<file path="src/rtl/spi_shift_engine.sv">
// SPI master shift stage (CPHA=0): generates SCLK from a latched polarity/speed,
// shifts one frame MSB-first on MOSI and assembles the frame captured from MISO.
module spi_shift_engine #(
  parameter int DATA_WIDTH = 8
) (
  input  logic                  clk,
  input  logic                  reset,
  input  logic                  start,
  input  logic [DATA_WIDTH-1:0] tx_data,
  input  logic                  serclk_polarity,
  input  logic [3:0]            serclk_speed,
  input  logic                  miso,
  output logic                  sclk,
  output logic                  mosi,
  output logic [DATA_WIDTH-1:0] rx_data,
  output logic                  busy,
  output logic                  done,
  output logic                  set_inhibit
);

  localparam int EW = $clog2(2 * DATA_WIDTH + 1);
  localparam logic [EW-1:0] LAST_EDGE = EW'(2 * DATA_WIDTH);

  typedef enum logic [1:0] {
    IDLE  = 2'd0,
    SHIFT = 2'd1,
    DONE  = 2'd2
  } state_t;

  state_t                state_q, state_d;
  logic [4:0]            half_q, half_d;
  logic [4:0]            cnt_q, cnt_d;
  logic [EW-1:0]         edge_q, edge_d;
  logic [DATA_WIDTH-1:0] tx_sh_q, tx_sh_d;
  logic [DATA_WIDTH-1:0] rx_sh_q, rx_sh_d;
  logic [DATA_WIDTH-1:0] rx_data_q, rx_data_d;
  logic                  sclk_q, sclk_d;
  logic                  mosi_q, mosi_d;
  logic                  busy_q, busy_d;

  logic                  accept;
  logic                  tick;
  logic [EW-1:0]         edge_num;
  logic                  lead_edge;
  logic                  last_edge;

  // start is honoured in IDLE and in the single DONE cycle (back-to-back frames)
  assign accept    = start && (state_q != SHIFT);
  assign tick      = (state_q == SHIFT) && (cnt_q == 5'd0);
  assign edge_num  = edge_q + 1'b1;
  assign lead_edge = edge_num[0];
  assign last_edge = (edge_num == LAST_EDGE);

  always_ff @(posedge clk or posedge reset) begin
    if (reset) begin
      state_q <= IDLE;
    end else begin
      state_q <= state_d;
    end
  end

  always_comb begin
    state_d = state_q;
    case (state_q)
      IDLE:    if (start) state_d = SHIFT;
      SHIFT:   if (tick && last_edge) state_d = DONE;
      DONE:    state_d = start ? SHIFT : IDLE;
      default: state_d = IDLE;
    endcase
  end

  always_comb begin
    half_d    = half_q;
    cnt_d     = cnt_q;
    edge_d    = edge_q;
    tx_sh_d   = tx_sh_q;
    rx_sh_d   = rx_sh_q;
    rx_data_d = rx_data_q;
    sclk_d    = sclk_q;
    mosi_d    = mosi_q;
    busy_d    = busy_q;
    if (accept) begin
      half_d  = {1'b0, serclk_speed} + 5'd1;
      cnt_d   = {1'b0, serclk_speed};
      edge_d  = '0;
      tx_sh_d = tx_data;
      rx_sh_d = '0;
      sclk_d  = serclk_polarity;
      mosi_d  = tx_data[DATA_WIDTH-1];
      busy_d  = 1'b1;
    end else if (state_q == SHIFT) begin
      if (tick) begin
        // reload on the terminal count itself so the half-period never stretches
        cnt_d  = half_q - 5'd1;
        edge_d = edge_num;
        sclk_d = ~sclk_q;
        if (lead_edge) begin
          rx_sh_d = {rx_sh_q[DATA_WIDTH-2:0], miso};
        end else if (!last_edge) begin
          tx_sh_d = {tx_sh_q[DATA_WIDTH-2:0], 1'b0};
          mosi_d  = tx_sh_q[DATA_WIDTH-2];
        end
        if (last_edge) begin
          rx_data_d = rx_sh_q;
          busy_d    = 1'b0;
        end
      end else begin
        cnt_d = cnt_q - 5'd1;
      end
    end
  end

  always_ff @(posedge clk or posedge reset) begin
    if (reset) begin
      half_q    <= '0;
      cnt_q     <= '0;
      edge_q    <= '0;
      tx_sh_q   <= '0;
      rx_sh_q   <= '0;
      rx_data_q <= '0;
      sclk_q    <= 1'b0;
      mosi_q    <= 1'b0;
      busy_q    <= 1'b0;
    end else begin
      half_q    <= half_d;
      cnt_q     <= cnt_d;
      edge_q    <= edge_d;
      tx_sh_q   <= tx_sh_d;
      rx_sh_q   <= rx_sh_d;
      rx_data_q <= rx_data_d;
      sclk_q    <= sclk_d;
      mosi_q    <= mosi_d;
      busy_q    <= busy_d;
    end
  end

  // Idle SCLK follows the live polarity so config writes show up immediately
  always_comb begin
    done        = (state_q == DONE);
    busy        = busy_q;
    set_inhibit = busy_q;
    mosi        = mosi_q;
    rx_data     = rx_data_q;
    if (reset) begin
      sclk = 1'b0;
    end else if (state_q == SHIFT || state_q == DONE) begin
      sclk = sclk_q;
    end else begin
      sclk = serclk_polarity;
    end
  end

endmodule

</file>
<file path="config.mk">
export PLATFORM = sky130hd
export DESIGN_NAME = spi_shift_engine
export DESIGN_NICKNAME = d
export VERILOG_FILES = /design/src/rtl/spi_shift_engine.sv
export SDC_FILE = /design/constraint.sdc
export NUM_CORES = 1
export LEC_CHECK = 0
export CAP_MARGIN = 30
export CORE_MARGIN = 8
export CORE_UTILIZATION = 50
export CTS_CLUSTER_SIZE = 14
export DETAILED_ROUTE_END_ITERATION = 10
export MAX_ROUTING_LAYER = met4
export PLACE_DENSITY_LB_ADDON = 0.2
export SYNTH_ARGS = -nofsm -noshare
export SYNTH_HDL_FRONTEND = slang
export SYNTH_SLANG_ARGS = --single-unit
</file>
<file path="constraint.sdc">
create_clock -name clk -period 2.1 [get_ports clk]
set_input_delay 0.42 -clock clk [delete_from_list [all_inputs] [get_ports clk]]
set_output_delay 0.42 -clock clk [all_outputs]
set_load 0.01 [all_outputs]
</file>
==> results of run 1 <==
## repair_timing
item | CTS | global route
hold endpoints to repair | 0 | 0
resized for setup | 1 | 5
endpoints found under the setup margin | 1 | 14
setup buffers | 1 | 0
pin swaps | 0 | 1
## through the flow
| step | setup WS, ps | hold slack [ps] | util | total power [mW] | instances |
|---|---|---|---|---|---|
| after floorplan | 40.2 | 469 | - | 1.93 | 235 |
| after global placement | 108 | 489 | 0.613 | 2.37 | 330 |
| after detailed placement | 85.3 | 495 | 0.613 | 2.40 | 330 |
| after CTS | 5.47 | 515 | 0.633 | 2.94 | 339 |
| after global routing | 10.4 | 526 | 0.638 | 3.17 | 339 |
| final | 91.9 | 511 | 0.638 | 2.94 | 339 |
## logic make-up (layout without fill, tap and decap cells)
group | Yosys count | count (layout) | share of synthesized area
DFF | 43 | 43 | 0.448
xor gates and xnor gates | 6 | 6 | 0.0219
AOI/OAI and AO/OA | 49 | 49 | 0.147
and+or+nand+nor | 91 | 91 | 0.211
buffers and inverters | 18 | 68 | 0.0417
adders and majority gates | 9 | 9 | 0.0469
muxes | 19 | 19 | 0.0834
## metal layers
| metal | track usage | up-vias | routed length [um] |
|---|---|---|---|
| met5 | - | - | 0 |
| met4 | 0.0669 | 0 | 80 |
| met3 | 0.0251 | 7 | 128 |
| met2 | 0.233 | 28 | 2280 |
| met1 | 0.202 | 907 | 2510 |
| li1 | - | 944 | - |
## layout by cell type (no fill, tap or decap), types with 2 or more instances in the layout
cell type and count:
ha_1 8, clkbuf_8 5, a21o_1 3, nor3_1 6, a31oi_1 3, dfrtp_1 43, and2_1 4, xnor2_1 4
nand3_1 15, mux2_2 8, o221a_2 2, or4_1 2, a21oi_1 7, nor2_1 16, mux2i_1 11, nand2b_1 4
clkinvlp_4 2, clkdlybuf4s50_1 28, nor3b_1 3, o21ai_0 17, nand2_1 25, xor2_1 2, buf_4 25, o211ai_1 2
a221oi_1 2, inv_1 4, nor2b_1 3, a221o_1 2
## sequential cells by signal (all words and copies together) (netlist names)
signal   cells
cnt_q        5
half_q       5
rx_sh_q      8
sclk_q       1
mosi         1
edge_q       5
state_q      2
busy         1
tx_sh_q      7
rx_data      8
## cell type report
cell class	instances	area, sq um
fillers	390	1700
multi-input cells	174	1240
flip-flops and latches	43	1080
repair buffers	55	497
clock buffers	5	68.8
well taps	54	67.6
clock inverters	3	20.0
inverters	5	18.8
## final timing paths
| path | startpoint | to | slack (ps) | depth (start not counted) |
|---|---|---|---|---|
| worst max-delay path | state_q[0] | mosi | 90 | 7 |
| worst min-delay path | rx_data[2] | rx_data[2] | 510 | 1 |
| worst max register to register | state_q[0] | mosi | 90 | 7 |
| worst min register to register | rx_data[2] | rx_data[2] | 510 | 1 |
| max in group asynchronous | reset | mosi | 1130 | 3 |
| min in group asynchronous | reset | state_q[1] | 590 | 3 |
## power groups by stage
stage	sequential [mW]	clock [mW]	combinational, mW
detailed placement	1.16	0	1.23
CTS	1.14	0.540	1.26
global route	1.16	0.567	1.44
global placement	1.16	0	1.21
floorplan	1.16	0	0.769
finish	1.14	0.518	1.28
==> flow_summary.toml, run 1 <==
[synthesis]
netlist.area_leader.share = 0.448
syn_inst = 235
syn_nets = 261
avgSynthCellArea_sq_um = 10.2
synth_commonest_cells = "dfrtp_1, nand2_1, o21ai_0"
synth_area_leader_cell = "dfrtp_1"
synthTopCellsByArea = "dfrtp_1, ha_1, mux2i_1"
synth_most_common_cell = "dfrtp_1"
synth-edff-count = 0
ys_warn_count = 0
syn_area_sq_um = 2400
ys_types = 51
yosys_register_bits = 43
yosysSeqAreaShare = 0.448
ys.flop_type = "dfrtp_1"
async_reset_ff_frac = 1.00

[global_routing]
grt-ovfl-total = 0
grt_max_degree = 44
grt_pass1_vias = 1959
grt_pass1_wl_mm = 8.88
antenna_found_initial = 0
track_usage = 0.155

[sta]
period_share = 0.956
max_freq_mhz = 498
timing.setup.tns_ps = 0
min_period_ps = 2010
hold_viol = 0
slew_headroom = 0.620
drv_slew = 0
worstMarginPinSlew_ps = 566
fin_skew_ps = 8.77
rsz0062_at_grt = "no"
setup_viol = 0

[die]
ios = 30
num_rows = 25
dieWidth_um = 85.3
dieArea_sq_um = 7270
start_util = 0.511
die_h_um = 85.3
core_sq_um = 4690

[placed_design]
io_buffers = 29
globalplace.congestion = 0.814
dpl_cell_area_sq_um = 2880
dp_hpwl_mm = 3.73

[drt]
firstDrtPassIters = 4
vias_per_cell = 5.56
first_iter_violations = 66
ant_nets = 0
wl_mm = 5.00
drc = 0
dr_total_vias = 1886
avgRoutedWirePerCell_um = 14.8

[power]
pwr-share-clk = 0.176
p_leak_nw = 1.31
power_density_nw_per_um2 = 983
switching_share = 0.366
pwr-share-seq = 0.388
combPwrFrac = 0.436
ir_drop_uv = 538
internal_power_mw = 1.87
netSwitchingPower_mw = 1.08

[run]
drv_cap = 0

[critical_path]
arrival_ps = 2220
cpMostUsedCell = "buf_4"
crit_chain = "buf_4, ha_4, or4b_4, a211oi_4, buf_4, nand3_1, a31oi_1"
critPathLaunchType = "flip-flop"
crit_family = "simple AND/OR/NAND/NOR gates"
worst_path_largest_cell_delay_ps = 520
worstPathRequired_ps = 2310
cp_num_buf_inv = 2
path_max_fanout = 6
critical_path_class = "flip-flop to flip-flop"
endpoint_kind = "flip-flop"
slowest_stage = "or4b_4"

[clocking]
htree_levels = 2
postCtsHoldBufs = 0
clk_pin_slew_ps = 90
cts_tree = "built"
cts_sinks = 43
clock-root-buffer = "clkbuf_8"
clkLatencyLatePin_ps = 290
clockBufferDepth = 2
cts_buffers = 5

[worst_hold_path]
min_path_type = "flip-flop to flip-flop"

[layout]
num_antenna_cells = 0
drive_gt1_frac = 0.214
area_growth_pct = 24.7
layout.nets = 310
fin_area_sq_um = 2990

[outcome]
status = "complete, no violations"
(Power assumes the default switching activity.)
==> run 2: changes to the inputs <==
- SETUP_SLACK_MARGIN: unset -> 0.02
==> run 2 against run 1 <==
  * First-iteration DRC count grew 7.6%
  * Via count shrank 0.16%
  * Maximum frequency grew 0.56%
  * Cell count is the same
  * Sequential share of layout area is essentially flat
  * Core utilization grew 0.080 points
  * Hold slack is the same
  * Non-clock buffer count is the same
  * Register-to-register slack is essentially flat
  * Clock-buffer cell count is the same
  * Sequential power is essentially flat
  * Setup slack gained 11 ps
==> flow_summary.toml, run 2 (synthesis results as in run 1) <==
[worst_hold_path]
hold_path_end = "rx_data[2]"
hold_depth = 1
hold_start = "rx_data[2]"
min_path_type = "flip-flop to flip-flop"

[drt]
avgRoutedWirePerCell_um = 14.7
ant_nets = 0
first_iter_violations = 71
vias_per_cell = 5.55
wl_mm = 5.00
firstDrtPassIters = 4
dr_total_vias = 1883
drc = 0

[critical_path]
slowest_stage = "or4b_4"
reg2reg_from = "state_q[0]"
worstPathRequired_ps = 2280
worstReg2RegEnd = "tx_sh_q[2]"
reg2reg_depth = 6
endpoint_kind = "flip-flop"
r2r_setup_slack_ps = 100
path_max_fanout = 6
critPathLaunchType = "flip-flop"
arrival_ps = 2180
critical_path_class = "flip-flop to flip-flop"
crit_chain = "buf_4, ha_4, or4b_4, a211oi_4, a21oi_1, a221o_1"
worst_path_largest_cell_delay_ps = 520

[placed_design]
io_buffers = 29
dpl_cell_area_sq_um = 2880
globalplace.congestion = 0.814
dp_hpwl_mm = 3.73
place_inst = 330

[clocking]
cts_buffers = 5
cts_tree = "built"
clk_pin_slew_ps = 90
cts_sinks = 43
postCtsHoldBufs = 0
clock-root-buffer = "clkbuf_8"
clkLatencyLatePin_ps = 290
clockBufferDepth = 2
htree_levels = 2

[sta]
hold_ws_ps = 511
min_period_ps = 2000
period_share = 0.951
hold_viol = 0
rsz0062_at_grt = "no"
max_freq_mhz = 501
timing.setup.tns_ps = 0
drv_slew = 0
fin_skew_ps = 8.77
slew_headroom = 0.620
setup_viol = 0
worstMarginPinSlew_ps = 566

[global_routing]
track_usage = 0.155
grt_max_degree = 44
grt_pass1_vias = 1959
grt-ovfl-total = 0
antenna_found_initial = 0
grt_pass1_wl_mm = 8.88

[layout]
area_growth_pct = 24.9
fin_area_sq_um = 3000
num_antenna_cells = 0
drive_gt1_frac = 0.214
layout.nets = 310
layout_common_cells = "dfrtp_1, clkdlybuf4s50_1, nand2_1, buf_4, o21ai_0"
final_common_cell = "dfrtp_1"
instances_no_fill = 339
nFillCells = 388

[die]
die_h_um = 85.3
dieWidth_um = 85.3
num_rows = 25
core_sq_um = 4690
dieArea_sq_um = 7270
start_util = 0.511
ios = 30

[power]
power_density_nw_per_um2 = 982
ir_drop_uv = 538
p_leak_nw = 1.31

[outcome]
status = "complete, no violations"

[run]
drv_cap = 0
-- run 2: cell types whose count changed in the layout (fill, tap and decap cells not counted) --
cell / delta
buf_4: -1
buf_6: +1
-- run 2: area by class of cell --
cell class	instances	area, sq um	share of cell area
timing repair buffer	55	500	0.167
clock inverter	3	20.0	0.00668
clock buffer	5	68.8	0.0230
multi-input combinational	174	1240	0.415
inverter	5	18.8	0.00626
sequential	43	1080	0.359
tap	54	67.6	0.0225
-- run 2: per-stage QoR --
stage / total power, mW / setup slack (ps) / util
2_1_floorplan: 1.93 / 40.2 / -
3_3_place_gp: 2.37 / 108 / 0.613
3_5_place_dp: 2.40 / 85.3 / 0.613
4_1_cts: 2.94 / 5.47 / 0.633
5_1_grt: 3.17 / 21.7 / 0.639
6_report: 2.94 / 103 / 0.639
-- run 2: per-layer routing --
layer  global-route usage  part of all wire
met1                0.202              0.50
met2                0.233              0.46
met3               0.0251             0.025
met4               0.0669             0.016
met5                    -                 0
-- run 2: critical path: cells and delay by family, from the launching register on --
family,cells,cell delay [ps]
AO/OA/AOI/OAI,3,690
buffers and inverters,1,150
adder cells (fa/ha/maj),1,160
AND/OR/NAND/NOR,1,520
flip-flops,1,360
-- run 2: how the worst max path moves through the flow --
stage,startpoint,endpoint,cells past startpoint
2_1_floorplan,cnt_q[2],cnt_q[4],8
3_3_place_gp,serclk_polarity,sclk,4
3_5_place_dp,state_q[0],cnt_q[4],7
4_1_cts,state_q[0],cnt_q[4],8
5_1_grt,state_q[0],mosi,7
6_report,state_q[0],tx_sh_q[2],6
-- run 2: power by group --
part           internal (mW)  total, mW  switching, mW
clock                  0.231      0.518          0.287
sequential              1.01       1.14          0.129
combinational          0.622       1.28          0.662
-- run 2: timing repair --
| action | in CTS | in global routing |
|---|---|---|
| setup endpoints to repair | 1 | 17 |
| resized for setup | 1 | 6 |
| pin swaps | 0 | 2 |
| setup buffers | 1 | 0 |
